===== config.mk =====
export PLATFORM = sky130hd
export DESIGN_NAME = tx_channel_arbiter
export DESIGN_NICKNAME = d
export VERILOG_FILES = /design/src/rtl/tx_channel_arbiter.sv
export SDC_FILE = /design/constraint.sdc
export NUM_CORES = 1
export LEC_CHECK = 0
export ABC_AREA = 0
export BUFFER_PORTS_ARGS = -buffer_cell sky130_fd_sc_hd__buf_2
export CAP_MARGIN = 10
export CORE_AREA = 2 2 216 218
export CTS_BUF_LIST = sky130_fd_sc_hd__clkbuf_8
export DETAILED_ROUTE_END_ITERATION = 6
export DIE_AREA = 0 0 218 220
export MAX_ROUTING_LAYER = met4
export PLACE_DENSITY = 0.49
export SYNTH_ARGS = -nofsm -noshare
export SYNTH_HDL_FRONTEND = slang
export SYNTH_SLANG_ARGS = --single-unit

===== constraint.sdc =====
create_clock -name clk -period 8.2 [get_ports clk]
set_input_delay 0.41 -clock clk [delete_from_list [all_inputs] [get_ports clk]]
set_output_delay 0.41 -clock clk [all_outputs]
set_load 0.02 [all_outputs]

===== src/rtl/tx_channel_arbiter.sv =====
// tx_channel_arbiter
//   Packet-level weighted round-robin scheduler that merges the write stream
//   (AW header plus W beats) and the read-request stream (AR, single beat)
//   onto one shared 128-bit transmit stream toward the network layer.
//   A grant is held for a whole packet, up to and including the last beat.
//   Under contention, AW gets at most AW_WEIGHT consecutive packets while AR
//   waits, and AR gets at most AR_WEIGHT consecutive packets while AW waits.
//   A weight of 0 is not a legal setting.
//
// Ports
//   clk, reset                 clock, asynchronous active-high reset
//   start_soft                 grant enable; low blocks new packets only
//   aw_channel*                write-stream beat, sideband, valid/ready
//   ar_channel*                read-stream beat, sideband, valid/ready
//   tx_data/keep/last          merged stream beat (one register slice)
//   tx_connection_id/byte_num  sideband of the current tx beat
//   tx_channel                 0 = write packet, 1 = read packet
//   tx_valid, tx_ready         merged stream handshake
//   aw_pkt_cnt, ar_pkt_cnt     packets forwarded per channel (wrapping)
//   busy                       high while a packet is open or tx_valid is high
module tx_channel_arbiter #(
   parameter int AW_WEIGHT = 4,
   parameter int AR_WEIGHT = 2,
   parameter int CNT_W     = 32
) (
   input  logic             clk,
   input  logic             reset,
   input  logic             start_soft,

   input  logic [127:0]     aw_channel,
   input  logic [15:0]      aw_channel_keep,
   input  logic             aw_channel_last,
   input  logic [3:0]       aw_channel_connection_id,
   input  logic [12:0]      aw_channel_byte_num,
   input  logic             aw_channel_valid,
   output logic             aw_channel_ready,

   input  logic [127:0]     ar_channel,
   input  logic [15:0]      ar_channel_keep,
   input  logic             ar_channel_last,
   input  logic [3:0]       ar_channel_connection_id,
   input  logic [12:0]      ar_channel_byte_num,
   input  logic             ar_channel_valid,
   output logic             ar_channel_ready,

   output logic [127:0]     tx_data,
   output logic [15:0]      tx_keep,
   output logic             tx_last,
   output logic [3:0]       tx_connection_id,
   output logic [12:0]      tx_byte_num,
   output logic             tx_channel,
   output logic             tx_valid,
   input  logic             tx_ready,

   output logic [CNT_W-1:0] aw_pkt_cnt,
   output logic [CNT_W-1:0] ar_pkt_cnt,
   output logic             busy
);

   localparam int MAX_W = (AW_WEIGHT > AR_WEIGHT) ? AW_WEIGHT : AR_WEIGHT;
   localparam int RUN_W = $clog2(MAX_W + 1);

   typedef enum logic [1:0] {
      IDLE   = 2'd0,
      AW_PKT = 2'd1,
      AR_PKT = 2'd2
   } state_t;

   state_t           state, state_next;

   // prio / last_ch: 0 = AW, 1 = AR
   logic             prio;
   logic             last_ch;
   logic [RUN_W-1:0] run;

   logic             slot_free;
   logic             grant_aw, grant_ar;
   logic             aw_acc, ar_acc;
   logic             pkt_done;
   logic [RUN_W-1:0] run_inc;
   logic [RUN_W-1:0] done_weight;

   assign slot_free        = ~tx_valid | tx_ready;
   assign aw_channel_ready = grant_aw & slot_free;
   assign ar_channel_ready = grant_ar & slot_free;
   assign busy             = (state != IDLE) | tx_valid;

   // In IDLE the grant is decided from the current valids so the first beat
   // moves in the same cycle as the decision; inside a packet the owning
   // channel keeps the grant regardless of start_soft.
   always_comb begin
      state_next = state;
      grant_aw   = 1'b0;
      grant_ar   = 1'b0;
      aw_acc     = 1'b0;
      ar_acc     = 1'b0;
      case (state)
         IDLE: begin
            if (start_soft) begin
               if (aw_channel_valid && (!ar_channel_valid || !prio))
                  grant_aw = 1'b1;
               else if (ar_channel_valid)
                  grant_ar = 1'b1;
            end
            aw_acc = grant_aw & slot_free & aw_channel_valid;
            ar_acc = grant_ar & slot_free & ar_channel_valid;
            if (aw_acc && !aw_channel_last)
               state_next = AW_PKT;
            else if (ar_acc && !ar_channel_last)
               state_next = AR_PKT;
         end
         AW_PKT: begin
            grant_aw = 1'b1;
            aw_acc   = slot_free & aw_channel_valid;
            if (aw_acc && aw_channel_last)
               state_next = IDLE;
         end
         AR_PKT: begin
            grant_ar = 1'b1;
            ar_acc   = slot_free & ar_channel_valid;
            if (ar_acc && ar_channel_last)
               state_next = IDLE;
         end
         default: state_next = IDLE;
      endcase
   end

   // Weight bookkeeping for the packet completing this cycle.
   always_comb begin
      pkt_done    = (aw_acc & aw_channel_last) | (ar_acc & ar_channel_last);
      run_inc     = (ar_acc == last_ch) ? run + RUN_W'(1) : RUN_W'(1);
      done_weight = ar_acc ? RUN_W'(AR_WEIGHT) : RUN_W'(AW_WEIGHT);
   end

   always_ff @(posedge clk or posedge reset) begin
      if (reset)
         state <= IDLE;
      else
         state <= state_next;
   end

   always_ff @(posedge clk or posedge reset) begin
      if (reset) begin
         prio    <= 1'b0;
         last_ch <= 1'b0;
         run     <= '0;
      end else if (pkt_done) begin
         last_ch <= ar_acc;
         if (run_inc == done_weight) begin
            prio <= ~ar_acc;
            run  <= '0;
         end else begin
            prio <= ar_acc;
            run  <= run_inc;
         end
      end
   end

   always_ff @(posedge clk or posedge reset) begin
      if (reset) begin
         tx_data          <= '0;
         tx_keep          <= '0;
         tx_last          <= 1'b0;
         tx_connection_id <= '0;
         tx_byte_num      <= '0;
         tx_channel       <= 1'b0;
         tx_valid         <= 1'b0;
      end else if (aw_acc) begin
         tx_data          <= aw_channel;
         tx_keep          <= aw_channel_keep;
         tx_last          <= aw_channel_last;
         tx_connection_id <= aw_channel_connection_id;
         tx_byte_num      <= aw_channel_byte_num;
         tx_channel       <= 1'b0;
         tx_valid         <= 1'b1;
      end else if (ar_acc) begin
         tx_data          <= ar_channel;
         tx_keep          <= ar_channel_keep;
         tx_last          <= ar_channel_last;
         tx_connection_id <= ar_channel_connection_id;
         tx_byte_num      <= ar_channel_byte_num;
         tx_channel       <= 1'b1;
         tx_valid         <= 1'b1;
      end else if (tx_ready) begin
         tx_valid <= 1'b0;
      end
   end

   always_ff @(posedge clk or posedge reset) begin
      if (reset) begin
         aw_pkt_cnt <= '0;
         ar_pkt_cnt <= '0;
      end else begin
         if (aw_acc && aw_channel_last)
            aw_pkt_cnt <= aw_pkt_cnt + CNT_W'(1);
         if (ar_acc && ar_channel_last)
            ar_pkt_cnt <= ar_pkt_cnt + CNT_W'(1);
      end
   end

endmodule


# Word level (Yosys, flattened, before mapping)
# Index checks and enable logic that the tools add are counted.
dict set report classes {
  mul 0
  bitwise 15
  order_cmp 0
  n_addsub 3
  n_shift 0
  eq_ne 7
  reduce_logical 17
  div 0
  mux 35
}
# operator count
set ops {}
lappend ops {{$mux 128} 2}
lappend ops {{$add 32x1->32 const B} 2}
lappend ops {{$mux 16} 2}
lappend ops {{$mux 13} 2}
lappend ops {{$mux 1} 15}
lappend ops {{$and 1x1->1} 10}
lappend ops {{$mux 3} 3}
lappend ops {{$mux 2} 4}
lappend ops {{$mux 4} 2}
lappend ops {{$pmux 1 s2} 4}
lappend ops {{$logic_and 1x1->1} 7}
lappend ops {{$pmux 2 s3} 1}
lappend ops {{$logic_not 1->1} 4}
lappend ops {{$ne 2x2->1 const B} 2}
lappend ops {{$reduce_bool 2->1} 2}
lappend ops {{$add 3x1->3 const B} 1}
lappend ops {{$eq 3x3->1} 1}
lappend ops {{$ne 3x3->1 const B} 1}
lappend ops {{$or 1x1->1} 3}
lappend ops {{$reduce_and 3->1} 1}
lappend ops {{$reduce_bool 3->1} 1}
lappend ops {{$eq 2x1->1 const B} 1}
lappend ops {{$eq 2x2->1 const B} 1}
lappend ops {{$logic_not 2->1} 1}
lappend ops {{3 further kinds} 4}
dict set report word_totals {
  mem_bits_ro 0
  regBits 235
  input_bits 330
  mem_count 0
  mem_bits_rw 0
  latchBits 0
  elab_cells 90
}

# Longest topological paths before layout
# Gate-level depths: netlist of run 1.
dict set report logic_depth {
  ltp_word 13
  mapped_depth 8
  ltp_nobuf 6
}

# Worst setup path after synthesis of run 1
# OpenSTA, ideal clock, no wires.
dict set report synth_timing {
  kind {reg2reg}
  startpoint {register tx_valid}
  endpoint {register tx_byte_num[12]}
  n_path_buf 3
  path_stages_with_launch 9
  setup_slack_ns 6.251
  arrival_time_ns 1.812
  setup_ns 0.137
  required_time_ns 8.063
  cell_sequence {dfrtp_1 nor2b_1 or3_1 or2_1 clkbuf_1 buf_6 buf_6 mux2i_1 a21oi_1}
}
dict set report synth_via {
  elab_chain_cells 6
  word_cells_on_any_way 12
}
# item line_no
set synth_lines {}
lappend synth_lines {{start: declaration} 52} ;# output logic tx_valid,
lappend synth_lines {{start signal: assignment} 167} ;# tx_valid <= 1'b0;
lappend synth_lines {{start signal: assignment} 175} ;# tx_valid <= 1'b1;
lappend synth_lines {{start signal: assignment} 183} ;# tx_valid <= 1'b1;
lappend synth_lines {{$not 1->1 (*)} 83} ;# assign slot_free = ~tx_valid | tx_ready;
lappend synth_lines {{$or 1x1->1 (*)} 83}
lappend synth_lines {{$and 1x1->1, on equally long branches (2 in series)} {105, 106}}
lappend synth_lines {{$pmux 1 s2} 97} ;# case (state)
lappend synth_lines {{$mux 13 / $reduce_bool 2->1 (equally long branches)} n/a}
lappend synth_lines {{end signal: assignment} 173} ;# tx_byte_num <= aw_channel_byte_num;
lappend synth_lines {{end signal: assignment} 181} ;# tx_byte_num <= ar_channel_byte_num;
lappend synth_lines {{end: declaration} 50} ;# output logic [12:0] tx_byte_num,
# Mark *: on every way between the ends. The rest lies on a longest branch, timed or not.
# A chain may end at the register's enable or synchronous reset.

# Final worst setup path of run 1
dict set report layout_timing {
  startpoint {register state[0]}
  endpoint {register tx_byte_num[7]}
}
dict set report layout_via {
  elab_chain_cells 3
  word_cells_on_any_way 7
}
# item line_no
set layout_lines {}
lappend layout_lines {{start: declaration} 69} ;# state_t state, state_next;
lappend layout_lines {{start signal: assignment} 139} ;# state <= state_next;
lappend layout_lines {{$eq 2x1->1 (tied with other cells)} 97}
lappend layout_lines {{$pmux 1 s2} 97}
lappend layout_lines {{$mux 13 / $reduce_bool 2->1 (equally long branches)} n/a}
# Several ways; a longest one is shown, not always the timed one.

==> results of run 1 <==
[where the power goes]
part	total [mW]	leakage [nW]	internal [mW]	switching [mW]
sequential	1.84	2.78	1.59	0.254
combinational	2.04	4.45	0.767	1.27
clock	1.20	0.545	0.675	0.522
[worst min path at each step]
stage / startpoint / endpoint / slack (ns) / cells past startpoint
CTS: reset / tx_data[7] / 0.0003 / 2
floorplan: run[1] / run[1] / 0.45 / 2
global placement: ar_pkt_cnt[31] / ar_pkt_cnt[31] / 0.46 / 1
global route: aw_channel_byte_num[1] / tx_byte_num[1] / 0.02 / 3
finish: reset / tx_data[9] / 0.01 / 2
detailed placement: aw_pkt_cnt[31] / aw_pkt_cnt[31] / 0.46 / 1
[cells by family after synthesis]
logic type | share of synthesized area [%]
compound gates | 9.231
simple gates | 12.42
buf+inv | 3.316
flops | 54.30
fa+ha+maj | 0.3466
xor+xnor | 5.014
mux | 15.38
[what timing repair did]
item | 4_1_cts | 5_1_grt
hold buffers | 10 | 0
endpoints found under the setup margin | 0 | 0
endpoints found under the hold margin | 10 | 0
[metal layers]
metal	vias up	routed length, um	track usage (%)
li1	4679	-	-
met1	4441	14390	16.83
met2	394	17390	23.92
met3	53	2975	4.362
met4	0	762	4.422
met5	-	0	-
[registers in the layout, indices dropped and copies added, names as in the netlist]
register / cells
tx_valid: 1
run: 3
tx_byte_num: 13
tx_channel: 1
state: 2
tx_connection_id: 4
aw_pkt_cnt: 32
tx_keep: 16
tx_data: 128
last_ch: 1
ar_pkt_cnt: 32
prio: 1
tx_last: 1
[cells in the final DEF, fill, tap and decap left out, types with 3 or more instances in the layout]
master                            n
sky130_fd_sc_hd__buf_4            9
sky130_fd_sc_hd__xor2_1          15
sky130_fd_sc_hd__nor3_1           7
sky130_fd_sc_hd__nand2_1         26
sky130_fd_sc_hd__inv_1           23
sky130_fd_sc_hd__nand3_1         23
sky130_fd_sc_hd__diode_2          5
sky130_fd_sc_hd__xnor2_1         47
sky130_fd_sc_hd__clkinv_2         4
sky130_fd_sc_hd__nand4_1         12
sky130_fd_sc_hd__nor3b_1          3
sky130_fd_sc_hd__mux2i_1        163
sky130_fd_sc_hd__mux2_2           3
sky130_fd_sc_hd__buf_2          560
sky130_fd_sc_hd__ha_1             3
sky130_fd_sc_hd__and3_1          18
sky130_fd_sc_hd__nor2_1         170
sky130_fd_sc_hd__and2_1           5
sky130_fd_sc_hd__dfrtp_1        235
sky130_fd_sc_hd__dlygate4sd3_1   10
sky130_fd_sc_hd__o21ai_0          3
sky130_fd_sc_hd__and4_1          10
sky130_fd_sc_hd__nand2b_1         6
sky130_fd_sc_hd__clkbuf_8        59
sky130_fd_sc_hd__a21oi_1        169
[critical path: cells and delay by family (launching register included)]
kind | cells | cell delay (ns)
flops | 1 | 0.52
buf+inv | 1 | 0.89
simple gates | 2 | 1.31
compound gates | 1 | 0.09
mux | 1 | 0.28
[metrics by stage]
stage | instances | power (mW) | area [um2] | utilization (%)
after floorplan | 1014 | 3.173 | 10830 | -
after global placement | 2129 | 3.904 | 14170 | 30.89
after detailed placement | 2129 | 3.932 | 14170 | 30.89
after CTS | 2222 | 5.174 | 15210 | 33.16
after global routing | 2227 | 5.444 | 15220 | 33.18
final | 2227 | 5.079 | 15220 | 33.18
[area by class of cell]
cell class,instances,area [um2]
fillers,4904,30640
flip-flops and latches,235,5881
multi-input cells,710,4618
repair buffers,579,2970
clock buffers,59,812.0
well taps,607,759.5
clock inverters,24,128.9
inverters,8,37.54
diodes,5,12.51
==> results.txt, run 1 <==
The run finished with clean final reports. The I/O pin count came out at 561. Synthesis inferred 235 register bits. Across the VDD grid, the largest voltage drop is 0.0001702 V. The synthesized design spends more area on one cell type than any other, namely sky130_fd_sc_hd__dfrtp_1.

The share of synthesized registers carrying an async set or reset is 100.0%. The remaining max-slew budget at the tightest pin came out at 29.23%. For this block, the initial DRC count from the detailed router was 365. In this run the mean area of a mapped cell was 10.68 um2.

By instance count, the leading cell after synthesis is sky130_fd_sc_hd__dfrtp_1. The initial cell density of the core is 23.61%. The worst stage delay on the critical path came out at 0.89 ns. The routed design has 35.52 mm of wire. The clock net in this run drives a total of 235 sinks. The category of the worst setup path capture point is a flop. The latest clock arrival within the worst-skew pair came out at 0.58 ns.

The shortest clock period the worst path allows after layout is 3.353 ns. The buffer depth of the longest clock path is 3. The total count of max-transition violations in the final report is 0.

At the worst endpoint, the required time is 8.64 ns. The part of the Yosys area used for sequential elements is 54.30%. The post-route netlist has 40.06% of its cells at a drive strength greater than 1. The die outline area came out at 47960 um2. The min-delay analysis places its worst path in the category in -> async. The floorplan die width is 218 um. The first-pass GRT wire length came out at 52.66 mm. The signal on the critical path passes through or3_1 > nor2_4 > buf_4 > mux2i_1 > a21oi_1. The number of buffers added on ports came out at 560. For this run, design rule violations remaining after detail routing come to 0. The pre-CTS setup slack is 4.727 ns. The arrival time at the worst endpoint is 3.79 ns. The net count of the finished layout is 1913. The leakage power of the design is 7.776 nW. The number of max-cap violations is 0. The CTS clock-pin slew for the worst setup and hold paths came out at 0.06 ns.

The synthesized design contains 0 enable-type register cells. By count the netlist is led by sky130_fd_sc_hd__dfrtp_1 (235), sky130_fd_sc_hd__nor2_1 (171), sky130_fd_sc_hd__a21oi_1 (169). For this run, the total global-route usage over all layers was measured as 14.44%.

The final worst-path setup slack is 4.847 ns. The H-tree was split into 2 levels. The number of global-route vias before repair was 9433. Sorting the synthesized cells by area gives the leading types as sky130_fd_sc_hd__dfrtp_1 (54%), sky130_fd_sc_hd__mux2i_1 (15%), sky130_fd_sc_hd__a21oi_1 (7.8%), sky130_fd_sc_hd__nor2_1 (5.9%), sky130_fd_sc_hd__xnor2_1 (3.8%). The maximum frequency from static timing analysis is 0.2983 GHz.

In the routed layout, each cell is associated on average with a via count of 4.296. The detailed-route via count came out at 9567. The critical path is of the reg -> reg type. On the critical path, the stage with the largest delay is an instance of sky130_fd_sc_hd__buf_4.

The final weighted congestion in routability-driven placement is 0.7751. The transition time of the tightest slew-check pin came out at 1.059 ns. The number of antenna violations at the first check in global routing came out at 5. The worst setup path is launched from a flop.

The total power divided by cell area came out at 333.7 nW/um2. The total clock buffers created by CTS is 46. The startpoint identified for the worst register-to-register timing path is state[0]. The largest fanout on the critical path is 57. The setup slack on the worst flop-to-flop path came out at 4.85 ns. The capturing point of the worst reg2reg path is tx_byte_num[7]. The count of nets left with antenna violations once routing finished came out at 0. The synthesis-to-layout area growth is 40.53%. Dividing the final minimum period by the clock period gives 40.89%. The number of distinct library cell variants in the gate-level netlist after synthesis came out at 45. Setup repair after global routing left no endpoint under its margin. Summed over its instances, the top area cell type makes up 54.30% of the synthesized netlist area.

The final number of hold-violating endpoints came out at 0. The number of nets handed over by synthesis was 1347. The vertical die dimension is 220 um. The number of cell rows came out at 79. For the worst flop-to-flop path, the logic depth is 5. Detailed placement finished with a half-perimeter wire length of 26.05 mm.

The number of failing setup endpoints in the final timing report is 0. The tree is rooted in a sky130_fd_sc_hd__clkbuf_8. The final total negative setup slack is 0 ns. The CTS tree is yes. The final-layout worst hold slack came out at 0.01098 ns.

The detail-routed net length per standard cell came out at 15.95 um. Buffers added to address setup during post-CTS repair amount to 0. The maximum clock skew at final layout is 0.01485 ns.

Tracing the worst setup path back leads to its startpoint at state[0]. The capturing element of the worst setup path is tx_byte_num[7]. The Yosys warning count is 0. Summing every instance area after synthesis gives 10830 um2. Gates resized during post-CTS repair numbered 0. The number of iterations in the first detailed-routing pass is 4. The number of instances in the synthesized netlist came out at 1014. The overflow left after global routing came out at 0. In the synthesized netlist the dominant register cell turns out to be sky130_fd_sc_hd__dfrtp_1. The pin count of the biggest net entering global routing came out at 120. The core area is 45860 um2.
(Power assumes the default switching activity.)
==> run 2: changes to the inputs <==
Clock period 8.2 ns to 3.19 ns, I/O delays scaled along.
==> results.txt, run 2 (same netlist as run 1, synthesis figures left out) <==
Of the cells placed in the final design, the portion with a size suffix greater than 1 is 33.76%. In this run, post-CTS repair resized a total of 0 instances. The clock reaches the later pin of the worst-skew pair after 0.57 ns. The number of global-route vias before repair is 11460. Entering global routing, the biggest net connects 134 pins. The CTS clock-pin slew for the worst setup and hold paths is 0.06 ns. The worst setup path category is reg -> reg. TritonCTS built the clock tree. The final number of hold-violating endpoints came out at 0. The tree is rooted in a sky130_fd_sc_hd__clkbuf_8. In the routed design, unresolved DRC markers number 0. The total routed wirelength is 39.83 mm. The floorplan step set the die height to 220 um. The detail-routed net length per standard cell came out at 15.64 um.

For this run, the top clock speed supported by timing is 0.3358 GHz. The first-pass GRT wire length came out at 60.11 mm. The total of hold buffers inserted after clock tree synthesis came out at 328. The register with the most flip-flops in the final layout is tx_data. The half-perimeter wire length after detailed placement is 27.00 mm. The register with the most flip-flops in the layout has 128 of them.

The total of fill cells in the finished design came out at 4504. 561 I/O pins were placed. Per report_power, the clock group accounts for 20.0% of the total. On the final layout, the worst hold slack is 0.1502 ns. The total clock buffers created by CTS came out at 44. After floorplanning, the core was sized to cover 45860 um2. The worst hold path belongs to the class in -> reg. The uppermost metal layer occupied by signal nets is met4. The total routed wire length on the met1 layer came out at 15.90 mm.

The category of the worst setup path capture point is a flop. The net count of the finished layout is 2239. The total global routing track utilization is 16.19%.

The wire length on met3 is 3.052 mm. The final route contains 11000 vias. From synthesis to final layout, the design area changed by 71.10%. The data required time of the critical path is 3.63 ns. The overflow left after global routing is 0. The number of cell rows is 79.

The area of combinational cells with multiple inputs came out at 4618 um2. Input and output buffers added on the ports amount to 560. The die covers 47960 um2. The number of iterations in the first detailed-routing pass is 4. The via density per instance is 4.320. The share of the clock period used by the worst path came out at 93.34%. For this design the total switching power over the nets is 5.660 mW. The internal power came out at 9.283 mW. Leaving out fill and tap cells, the most frequent cells in the layout are sky130_fd_sc_hd__buf_2 (560), sky130_fd_sc_hd__dlygate4sd3_1 (328), sky130_fd_sc_hd__dfrtp_1 (235). The total setup buffers inserted after CTS is 0. Once the floorplan was initialized, standard cells occupied 23.61% of the core. Along the worst path, the maximum fanout reaches 40. The largest registers in the layout are tx_data: 128 flops, ar_pkt_cnt: 32 flops, aw_pkt_cnt: 32 flops. Of the total power, registers draw 32.0%. Net switching is 37.88% of the power. The category of the worst setup path launch point is a flop. The total count of max-transition violations in the final report came to 0. The leakage power of the design is 9.063 nW. The commonest non-fill, non-tap cell in the layout is sky130_fd_sc_hd__buf_2. The arrival time at the worst endpoint is 3.41 ns. Setup repair after global routing left no endpoint under its margin. The number of antenna violations at the first check in global routing came to 2. The floorplan die width came out at 218 um. The final weighted congestion in routability-driven placement came out at 0.8139. The violation count after the first detailed-route iteration came out at 418. The number of max-cap violations came out at 0.

The proportion of power drawn by combinational gates is 48.0%. At the pin with the least slew margin, the transition time is 0.9738 ns. Summed over all failing endpoints, the final setup total negative slack is 0 ns. In this run the deepest clock path goes through 3 buffers. The length of routed met2 wiring came out at 19.89 mm. The maximum clock skew at final layout is 0.01789 ns. The flow ran to the end, and the final reports show no timing, DRC or antenna violations. The number of levels the H-tree was split into is 2.

The shortest clock period the worst path allows after layout is 2.978 ns. The flip-flop and latch area is 5881 um2. In this run the remaining antenna-violating nets after routing total 0. The maximum VDD drop came out at 0.0004889 V. Headroom to the max-slew limit came out at 34.83%.

The number of sinks on the clock net came out at 235. Setup violations remaining at the end of the flow were counted as 0. The total power divided by cell area came out at 806.4 nW/um2.
==> run 2: cell count changes in the layout (fill, tap and decap cells not counted), sizes merged <==
cell / change
clkinv: +1
diode: -3
inv: -4
dlygate4sd3: +318
clkbuf: -2
buf: +10
clkinvlp: -1
==> run 2: path summary, 6_finish.rpt <==
path	start	endpoint	slack [ns]	cells after the start
setup reg to reg	prio	tx_connection_id[3]	0.21	7
setup / recovery	prio	tx_connection_id[3]	0.21	7
hold / removal	ar_channel_valid	tx_valid	0.15	4
min in group asynchronous	reset	tx_data[119]	0.30	4
max in group asynchronous	reset	tx_data[21]	2.14	4
hold reg to reg	aw_pkt_cnt[31]	aw_pkt_cnt[31]	0.47	1
==> run 2: stage by stage <==
| step | instances | cell area (um2) | utilization [%] | setup slack (ns) | power [mW] |
|---|---|---|---|---|---|
| after CTS | 2544 | 18530 | 40.39 | 0.2362 | 15.04 |
| after floorplan | 1014 | 10830 | - | -0.04739 | 8.156 |
| final | 2546 | 18530 | 40.40 | 0.2124 | 14.94 |
| after global routing | 2546 | 18530 | 40.40 | 0.06710 | 15.95 |
| after global placement | 2139 | 14350 | 31.29 | 0.8581 | 10.13 |
| after detailed placement | 2139 | 14350 | 31.29 | 0.7944 | 10.22 |
==> run 2: power groups by stage <==
stage,sequential (mW),combinational [mW],clock [mW]
CTS,4.78,7.14,3.13
detailed placement,4.81,5.42,0
global route,4.92,7.77,3.27
global placement,4.78,5.35,0
finish,4.78,7.17,2.99
floorplan,6.02,2.14,0
==> run 2: per-layer routing <==
layer  vias up  GRT usage (%)
li1       5310              -
met1      5209          17.92
met2       407          28.00
met3        72          4.803
met4         0          5.102
met5         -              -
==> run 2: critical path: stages, from the launching register on <==
cell,delay [ns]
sky130_fd_sc_hd__dfrtp_1,0.40
sky130_fd_sc_hd__nand2b_1,0.19
sky130_fd_sc_hd__a21oi_1,0.38
sky130_fd_sc_hd__or2_4,0.55
sky130_fd_sc_hd__buf_12,0.35
sky130_fd_sc_hd__mux2i_1,0.24
sky130_fd_sc_hd__a21oi_1,0.10
sky130_fd_sc_hd__dlygate4sd3_1,0.59
==> run 2: layout make-up <==
class	instances	share of cell area, %
clock buffer	57	4.234
multi-input combinational	710	24.92
timing repair buffer	907	34.22
clock inverter	20	0.5807
antenna	2	0.02701
tap	607	4.099
sequential	235	31.74
inverter	8	0.1823
==> run 3: changes to the inputs <==
Settings changed: CORE_AREA 2 2 216 218 to 4 4 214 216, PLACE_DENSITY 0.49 to 0.51.
==> results.txt, run 3 (same netlist as run 1, synthesis figures left out) <==
The flow ran to the end, and the final reports show no timing, DRC or antenna violations. The startpoint of the worst setup timing path is tx_valid. The total clock buffers created by CTS is 44. The die outline area came out at 47960 um2. The critical register-to-register path startpoint is tx_valid. The capturing point of the worst reg2reg path is tx_data[83]. Once placement completed, the tool counted placed cells totaling 2149.

The first detailed-routing pass took 4 iterations. The category of the worst setup path launch point is a flop. For the final routed database, the setup TNS stands at 0 ns. Setup repair after global routing left no endpoint under its margin. The shortest clock period the worst path allows after layout is 2.848 ns. Measured against its own limit, the worst slew margin works out to 30.23%. In this run the standard cell core region covers 43930 um2. During placement, the flow inserted port buffers numbering 560. The maximum clock skew at final layout is 0.02839 ns. The proportion of layout cells with a drive suffix above 1 is 34.57%.

The capturing element of the worst setup path is tx_data[83]. Timing would allow up to 0.3511 GHz. The non-filler instance count after layout is 2555. The first global-routing pass estimated 63.91 mm of wire. The violation count after the first detailed-route iteration came out at 367. The number of flip-flops in the largest register came out at 128. The proportion of power drawn by combinational gates came out at 49.0%. The largest fanout on the critical path is 31.

The total global routing track utilization came out at 17.23%. The clock network burns 19.0% of the power. The pin count of the biggest net entering global routing is 98. The share of the clock period used by the worst path is 89.29%. The total power divided by cell area is 801.4 nW/um2. The detail route stage leaves a number of antenna-violating nets equal to 0. The via density per instance is 4.401. The number of max-cap violations is 0. After detailed routing, the average wire length per cell comes to 16.84 um. The arrival time at the worst endpoint is 3.30 ns. The worst setup path is captured at a flop. The number of levels the H-tree was split into came out at 2. The CTS clock-pin slew for the worst setup and hold paths is 0.06 ns. Measured in cells, the most critical reg-to-reg path has a length of 7. During I/O placement, the number of pins put on the boundary was 561.

The total count of max-transition violations in the final report was 0. tx_data holds more flip-flops than any other register. The CTS tree is yes. The number of global-route vias before repair is 11980.

Setup violations remaining at the end of the flow were counted as 0. The number of antenna violations at the first check in global routing was 2. Summed over all layers, the routed wires come to 43.02 mm. Once the floorplan was initialized, standard cells occupied 24.65% of the core.

The floorplan step set the die width to 218 um. At the end of routability-driven placement, the weighted congestion stood at 0.8668. The number of sinks on the clock net is 235. The setup slack on the worst flop-to-flop path came out at 0.34 ns.

Summing all non-filler instances in the final layout gives an area of 18680 um2. The routed layout has 11250 vias. The net switching power of the design is 5.731 mW. The path class of the tightest hold or removal check is in -> reg.

The leakage power of the design is 9.157 nW. The number of cell rows is 77. The synthesis-to-layout area growth came out at 72.44%. In the routed design, unresolved DRC markers number 0. The overflow left after global routing is 0. The largest registers in the layout are tx_data: 128 flops, ar_pkt_cnt: 32 flops, aw_pkt_cnt: 32 flops. The clock passes through at most 3 buffers.

The switching portion of total power is 38.30%. Internal power comes to 9.235 mW. The half-perimeter wire length after detailed placement is 29.53 mm. The vertical die dimension is 220 um. The share of total power in sequential cells came out at 32.0%. The final number of hold-violating endpoints came out at 0. The placed cell area is 14510 um2.

The transition time of the tightest slew-check pin is 1.044 ns. The core occupancy in the finished layout came out at 42.51%. The top cell types in the final layout, fill and taps aside, are sky130_fd_sc_hd__buf_2 (560), sky130_fd_sc_hd__dlygate4sd3_1 (328), sky130_fd_sc_hd__dfrtp_1 (235). Leaving out fill and tap cells, the most frequent cell in the layout is sky130_fd_sc_hd__buf_2.

The cell sitting at the root of the clock tree is a sky130_fd_sc_hd__clkbuf_8. The latest clock arrival within the worst-skew pair is 0.58 ns. At the worst endpoint, the required time is 3.64 ns. The worst setup path category is reg -> reg. The worst-case IR drop observed on VDD is 0.0005591 V. The total chip power is 14.97 mW.

The net count of the finished layout came out at 2268.
[run 3: cell types whose count changed in the layout (fill, tap and decap cells not counted)]
cell	change
sky130_fd_sc_hd__buf_4	+28
sky130_fd_sc_hd__clkinvlp_4	+2
sky130_fd_sc_hd__clkinv_2	-4
sky130_fd_sc_hd__a21oi_2	+1
sky130_fd_sc_hd__clkbuf_8	-4
sky130_fd_sc_hd__or2_2	+1
sky130_fd_sc_hd__inv_1	+1
sky130_fd_sc_hd__a21oi_1	-1
[run 3: how the worst min path moves through the flow]
stage | slack [ns] | cells past startpoint | from | endpoint
final | 0.16 | 4 | ar_channel_valid | tx_valid
after floorplan | 0.27 | 1 | ar_channel_valid | state[1]
after CTS | 0.06 | 4 | ar_channel_valid | tx_valid
after global placement | 0.40 | 3 | aw_channel[16] | tx_data[16]
after global routing | 0.13 | 4 | ar_channel_valid | tx_valid
after detailed placement | 0.41 | 3 | aw_channel[24] | tx_data[24]
[run 3: power by group through the flow]
stage	Clock, mW	Combinational, mW	Sequential, mW
6_report	2.84	7.33	4.79
5_1_grt	3.11	7.91	4.92
4_1_cts	2.99	7.23	4.78
3_5_place_dp	0	5.51	4.80
3_3_place_gp	0	5.44	4.78
2_1_floorplan	0	2.14	6.02
[run 3: layout make-up]
class	instances	area [um2]
Timing Repair Buffer	935	6551
Clock buffer	53	729.5
Antenna cell	2	5.005
Inverter	8	33.78
Fill cell	4274	25260
Tap cell	592	740.7
Multi-Input combinational cell	711	4628
Clock inverter	19	106.4
Sequential cell	235	5881
[run 3: critical path, stage by stage (launching register included)]
cell and delay [ns]:
sky130_fd_sc_hd__dfrtp_1 0.37, sky130_fd_sc_hd__nor2b_1 0.34, sky130_fd_sc_hd__or3_1 0.32, sky130_fd_sc_hd__or2_4 0.46, sky130_fd_sc_hd__buf_12 0.30, sky130_fd_sc_hd__mux2i_1 0.22
sky130_fd_sc_hd__a21oi_1 0.09, sky130_fd_sc_hd__dlygate4sd3_1 0.59
[run 3: stage by stage]
step	setup slack, ns	hold WS [ns]
after floorplan	-0.04739	0.2662
after global placement	0.8244	0.4046
after detailed placement	0.7272	0.4107
after CTS	0.1612	0.06372
after global routing	0.09951	0.1261
final	0.3417	0.1613
[run 3: routing by layer]
layer | vias to the layer above | part of all wire [%] | track usage (%)
met3 | 99 | 6.9 | 3.999
met4 | 0 | 3.2 | 6.699
met5 | - | 0 | -
met2 | 458 | 51 | 30.08
met1 | 5321 | 39 | 19.17
li1 | 5367 | - | -
[run 3: what timing repair did]
action                                  in CTS  in global routing
endpoints found under the hold margin      187                  0
hold buffers                               328                  0
buffers inserted                             0                  3
resized for setup                            0                  1
endpoints found under the setup margin       0                  4
